===== src/rtl/control_unit_n.sv =====
// Multi-cycle control unit: latches an instruction on Run and sequences one-hot
// register enables and ALU strobes through IDLE/T1/T2/T3/ERR.
module control_unit_n #(
  parameter int NREG  = 4,
  parameter int REG_W = 4
) (
  input  logic                 clk,
  input  logic                 reset,
  input  logic [2*REG_W+2:0]   INSTRUCTION,
  input  logic                 Run,
  output logic [NREG-1:0]      Rin,
  output logic [NREG-1:0]      Rout,
  output logic                 ALU_a_in,
  output logic                 ALU_g_in,
  output logic                 ALU_g_out,
  output logic                 External_load,
  output logic [2:0]           ALU_mode,
  output logic                 Done,
  output logic                 Error,
  output logic                 Busy
);

  localparam int IW = 3 + 2*REG_W;

  localparam logic [2:0] OP_LOAD = 3'b000;
  localparam logic [2:0] OP_MOV  = 3'b001;
  localparam logic [2:0] OP_RSVD = 3'b111;

  typedef enum logic [2:0] {IDLE, T1, T2, T3, ERR} state_t;

  state_t          state_q, state_d;
  logic [IW-1:0]   instr_q, instr_d;
  logic [2:0]      op;
  logic [REG_W-1:0] rx, ry;
  logic            last;

  assign op = instr_q[IW-1 -: 3];
  assign rx = instr_q[2*REG_W-1 -: REG_W];
  assign ry = instr_q[REG_W-1:0];

  function automatic logic reg_ok(input logic [REG_W-1:0] k);
    return (k != '0) && (int'(k) <= NREG);
  endfunction

  // Field value k drives enable bit k-1; invalid values give an all-zero bus.
  function automatic logic [NREG-1:0] sel(input logic [REG_W-1:0] k);
    logic [NREG-1:0] s;
    s = '0;
    for (int i = 0; i < NREG; i++) s[i] = (int'(k) == i + 1);
    return s;
  endfunction

  function automatic logic instr_ok(input logic [IW-1:0] ins);
    logic [2:0] o;
    o = ins[IW-1 -: 3];
    return (o != OP_RSVD) && reg_ok(ins[2*REG_W-1 -: REG_W]) &&
           ((o == OP_LOAD) || reg_ok(ins[REG_W-1:0]));
  endfunction

  // Cycles in which a new Run may be accepted without a bubble.
  assign last = ((state_q == T1) && (op == OP_LOAD || op == OP_MOV)) ||
                (state_q == T3) || (state_q == ERR);

  // NOTE: sequential state uses non-blocking assignments so every register
  // samples pre-edge values regardless of process ordering.
  always_ff @(posedge clk or negedge reset) begin
    if (!reset) begin
      state_q <= IDLE;
      instr_q <= '0;
    end else begin
      state_q <= state_d;
      instr_q <= instr_d;
    end
  end

  // NOTE: every combinational output gets a default before any branch so no
  // path leaves it unassigned, which would infer a latch.
  always_comb begin
    state_d = state_q;
    instr_d = instr_q;
    if (state_q == IDLE || last) begin
      state_d = IDLE;
      if (Run) begin
        instr_d = INSTRUCTION;
        state_d = instr_ok(INSTRUCTION) ? T1 : ERR;
      end
    end else if (state_q == T1) begin
      state_d = T2;
    end else if (state_q == T2) begin
      state_d = T3;
    end
  end

  always_comb begin
    Rin           = '0;
    Rout          = '0;
    ALU_a_in      = 1'b0;
    ALU_g_in      = 1'b0;
    ALU_g_out     = 1'b0;
    External_load = 1'b0;
    ALU_mode      = 3'b000;
    Done          = 1'b0;
    Error         = 1'b0;
    Busy          = (state_q != IDLE);
    case (state_q)
      T1: begin
        if (op == OP_LOAD) begin
          External_load = 1'b1;
          Rin           = sel(rx);
          Done          = 1'b1;
        end else if (op == OP_MOV) begin
          Rout = sel(ry);
          Rin  = sel(rx);
          Done = 1'b1;
        end else begin
          Rout     = sel(rx);
          ALU_a_in = 1'b1;
        end
      end
      T2: begin
        Rout     = sel(ry);
        ALU_g_in = 1'b1;
        ALU_mode = op;
      end
      T3: begin
        ALU_g_out = 1'b1;
        Rin       = sel(rx);
        Done      = 1'b1;
      end
      ERR:     Error = 1'b1;
      default: ;
    endcase
  end

endmodule


===== config.mk =====
export PLATFORM = sky130hd
export DESIGN_NAME = control_unit_n
export DESIGN_NICKNAME = d
export VERILOG_FILES = /design/src/rtl/control_unit_n.sv
export SDC_FILE = /design/constraint.sdc
export NUM_CORES = 1
export LEC_CHECK = 0
export BUFFER_PORTS_ARGS = -buffer_cell sky130_fd_sc_hd__buf_2
export CORE_MARGIN = 2
export CORE_UTILIZATION = 40
export DETAILED_ROUTE_END_ITERATION = 8
export GPL_ROUTABILITY_DRIVEN = 0
export PLACE_DENSITY = 0.67
export SLEW_MARGIN = 5
export SYNTH_ARGS = -nofsm -noshare
export SYNTH_HDL_FRONTEND = slang
export SYNTH_SLANG_ARGS = --single-unit
export TNS_END_PERCENT = 1

===== constraint.sdc =====
create_clock -name clk -period 3.1 [get_ports clk]
set_clock_uncertainty 0.2 [all_clocks]
set_input_delay 0.31 -clock clk [delete_from_list [all_inputs] [get_ports clk]]
set_output_delay 0.31 -clock clk [all_outputs]
set_load 0.01 [all_outputs]

==> metrics <==
status completed; yosys warns 0; worst hold endpoint instr_q[7]; I/O pins 32; register area share after synthesis 40.64%; hold slack final 0.08654 ns; Place WS 1.037 ns; crit path max fanout 8; min-delay src INSTRUCTION[7]; top-area cell type share of the netlist area 40.64%; fin crit share 76.87%; clk sinks 14; setup TNS 0 ns; initial core utilization 43.06%; Root Buffer clkbuf_4; height of the die 50.43 um; Worst EP required 2.59 ns; overall routing resource usage 16.75%; largest net degree at the start of global routing 15; Avg WL per Cell 13.18 um; Mapped Nets 101; Buf+Inv Stages, Crit Path 1; post-synthesis register bit count 14; Syn Inst Count 87; Design Power 0.3046 mW; Syn Area/Cell 9.909 um2; Design Area, Final 1067 um2; slew margin rel. 66.73%; Final Setup Violations 0; RR Endpoint instr_q[4]; Leakage Power 0.5426 nW; setup bufs post-CTS 0; Final HPWL DP 1.546 mm; Num CTS Buffers 3; number of flops mapped to enable cells by yosys 0; Worst Tran Pin Value 0.4938 ns; Worst-Skew Late Latency 0.27 ns; Nets 136; Worst Hold Depth 2; Vias 827; Critical Path AT 1.87 ns; Pre-antenna DRT Iters 4; drt initial violations 19; Worst setup EP type output port; largest family of logic cells by synthesized area simple AND/OR/NAND/NOR gates; count of final hold-check violations 0; core area 2002 um2; Crit. path cell count 6; post-cts sizing count 0; Post-Syn Area 862.1 um2; drc violations 0; Antenna Violating Nets Remaining 0; length of routed met3 wiring 142 um; Peak Freq 0.4196 GHz; Hold WC Path Type input port to flop; Critical Path Start Type flop; critical path's slowest cell dfrtp_1; Post-Synth Adder-Cell Area 0%; Routed met1 length 842 um; Top Layer Used met4; area grow syn2layout 23.80%; reg2reg start state_q[0]; # H-tree levels 1; RSZ-0062 raised after global routing false; Crit path max-delay family simple AND/OR/NAND/NOR gates; Distinct cells, synth 33; r2r setup slk 1.26 ns; first-pass GRT wire length 3.249 mm; min setup slack post-route 0.7170 ns; final wirelength 1.938 mm; vias in the first global route 751; Max Cap Viol 0; CTS clk-pin slew, worst paths 0.08 ns; path depth of the worst reg2reg path 4; # diodes 0; WS Path Type flop to output port; row count 16; CTS tree built; synth top area cells dfrtp_1, mux2_2, nor2_1, and2_1, nor4_1; Synth Area in Simple Gates 24.53%; Die ar. 2543 um2; total grt overflow 0; post-synthesis mux area share 14.37%; post-synth top area cell dfrtp_1; xor and xnor area share after synthesis 1.016%; IO Port Bufs 31; Max Slew Vio Count 0; area post-placement 1035 um2; Largest stage delay, worst path 0.45 ns; die extent in x 50.43 um; VDD IR max 0.0001935 V; initial antenna violation count 0; post-synthesis compound-gate area fraction 16.26%; Hold-fix buffers, CTS 1; async set or reset register ratio after synthesis 100.0%; Power Dens Cells 285.4 nW/um2; layout cells sized above 1 38.33%; Clock Path Buffers 2; Final min period 2.383 ns; Main synth FF type dfrtp_1; metal2 WL 940 um; vias per std cell 5.626; Layout fillers 199; crit-path cells and2b_1 -> nand2b_1 -> nor2_1 -> o211ai_1 -> a2bb2o_1 -> buf_2
[cells in the mapped netlist (2+ instances only)]
library cell and number:
nor3_1 2, inv_1 3, a21o_1 3, o21ai_0 2, nand3b_1 3, o21ai_1 2, mux2_2 11, dfrtp_1 14
nand2b_1 3, and2_1 4, nor4_1 4, nand2_1 4, nor2_1 10, a31oi_1 2, o2bb2ai_1 2
[cells in the final DEF (no fill, tap or decap), types with 2 or more instances in the layout]
cell type	instances
nand2b_1	3
clkbuf_4	3
dfrtp_1	14
a21o_1	3
mux2_2	11
nor2_1	10
a31oi_1	2
nor3_1	2
nor4_1	4
and2_1	4
o21ai_0	2
inv_1	3
nand3b_1	3
o2bb2ai_1	2
buf_2	31
o21ai_1	2
nand2_1	4
[cells by family (layout without fill, tap and decap cells)]
logic type      after synthesis  count (layout)
simple gates                 37              37
buf+inv                       5              38
flops                        14              14
mux                          11              11
xor+xnor                      1               1
compound gates               19              19
[worst max-delay path by stage]
stage | startpoint | to
2_1_floorplan | state_q[0] | Rout[2]
3_3_place_gp | state_q[0] | Rout[2]
3_5_place_dp | state_q[0] | Rout[2]
4_1_cts | state_q[0] | Rout[2]
5_1_grt | state_q[1] | Rout[2]
6_report | state_q[0] | Rout[2]
[metal layers]
metal  GRT usage (%)  up-vias
met2           28.07       36
met5               0        -
met1           22.05      395
li1                -      392
met4           6.757        0
met3           1.786        4
[area by class of cell]
type	instances	area, um2	area share (%)
Timing Repair Buffer	32	165.2	15.47
Clock buffer	3	22.52	2.110
Sequential cell	14	350.3	32.83
Tap cell	27	33.78	3.165
Inverter	3	11.26	1.055
Multi-Input combinational cell	68	484.2	45.37
[through the flow]
stage,util [%],std cells
CTS,53.31,147
finish,53.31,147
detailed placement,51.69,143
global placement,51.69,143
global route,53.31,147
floorplan,-,87
[worst reg2reg max path, delay by kind of cell (launching register included)]
kind,cells,cell delay [ns]
compound gates,1,0.40
simple gates,2,0.28
mux,1,0.40
flops,1,0.45
[registers in the layout (all words and copies together) (netlist names)]
name / flops
instr_q: 11
state_q: 3
[where the power goes]
part           switching, mW  total (mW)  internal [mW]
registers                  0       0.182          0.182
logic                 0.0127      0.0232         0.0105
clock network         0.0540      0.0989         0.0449
Power figures use the tool's default switching activity.
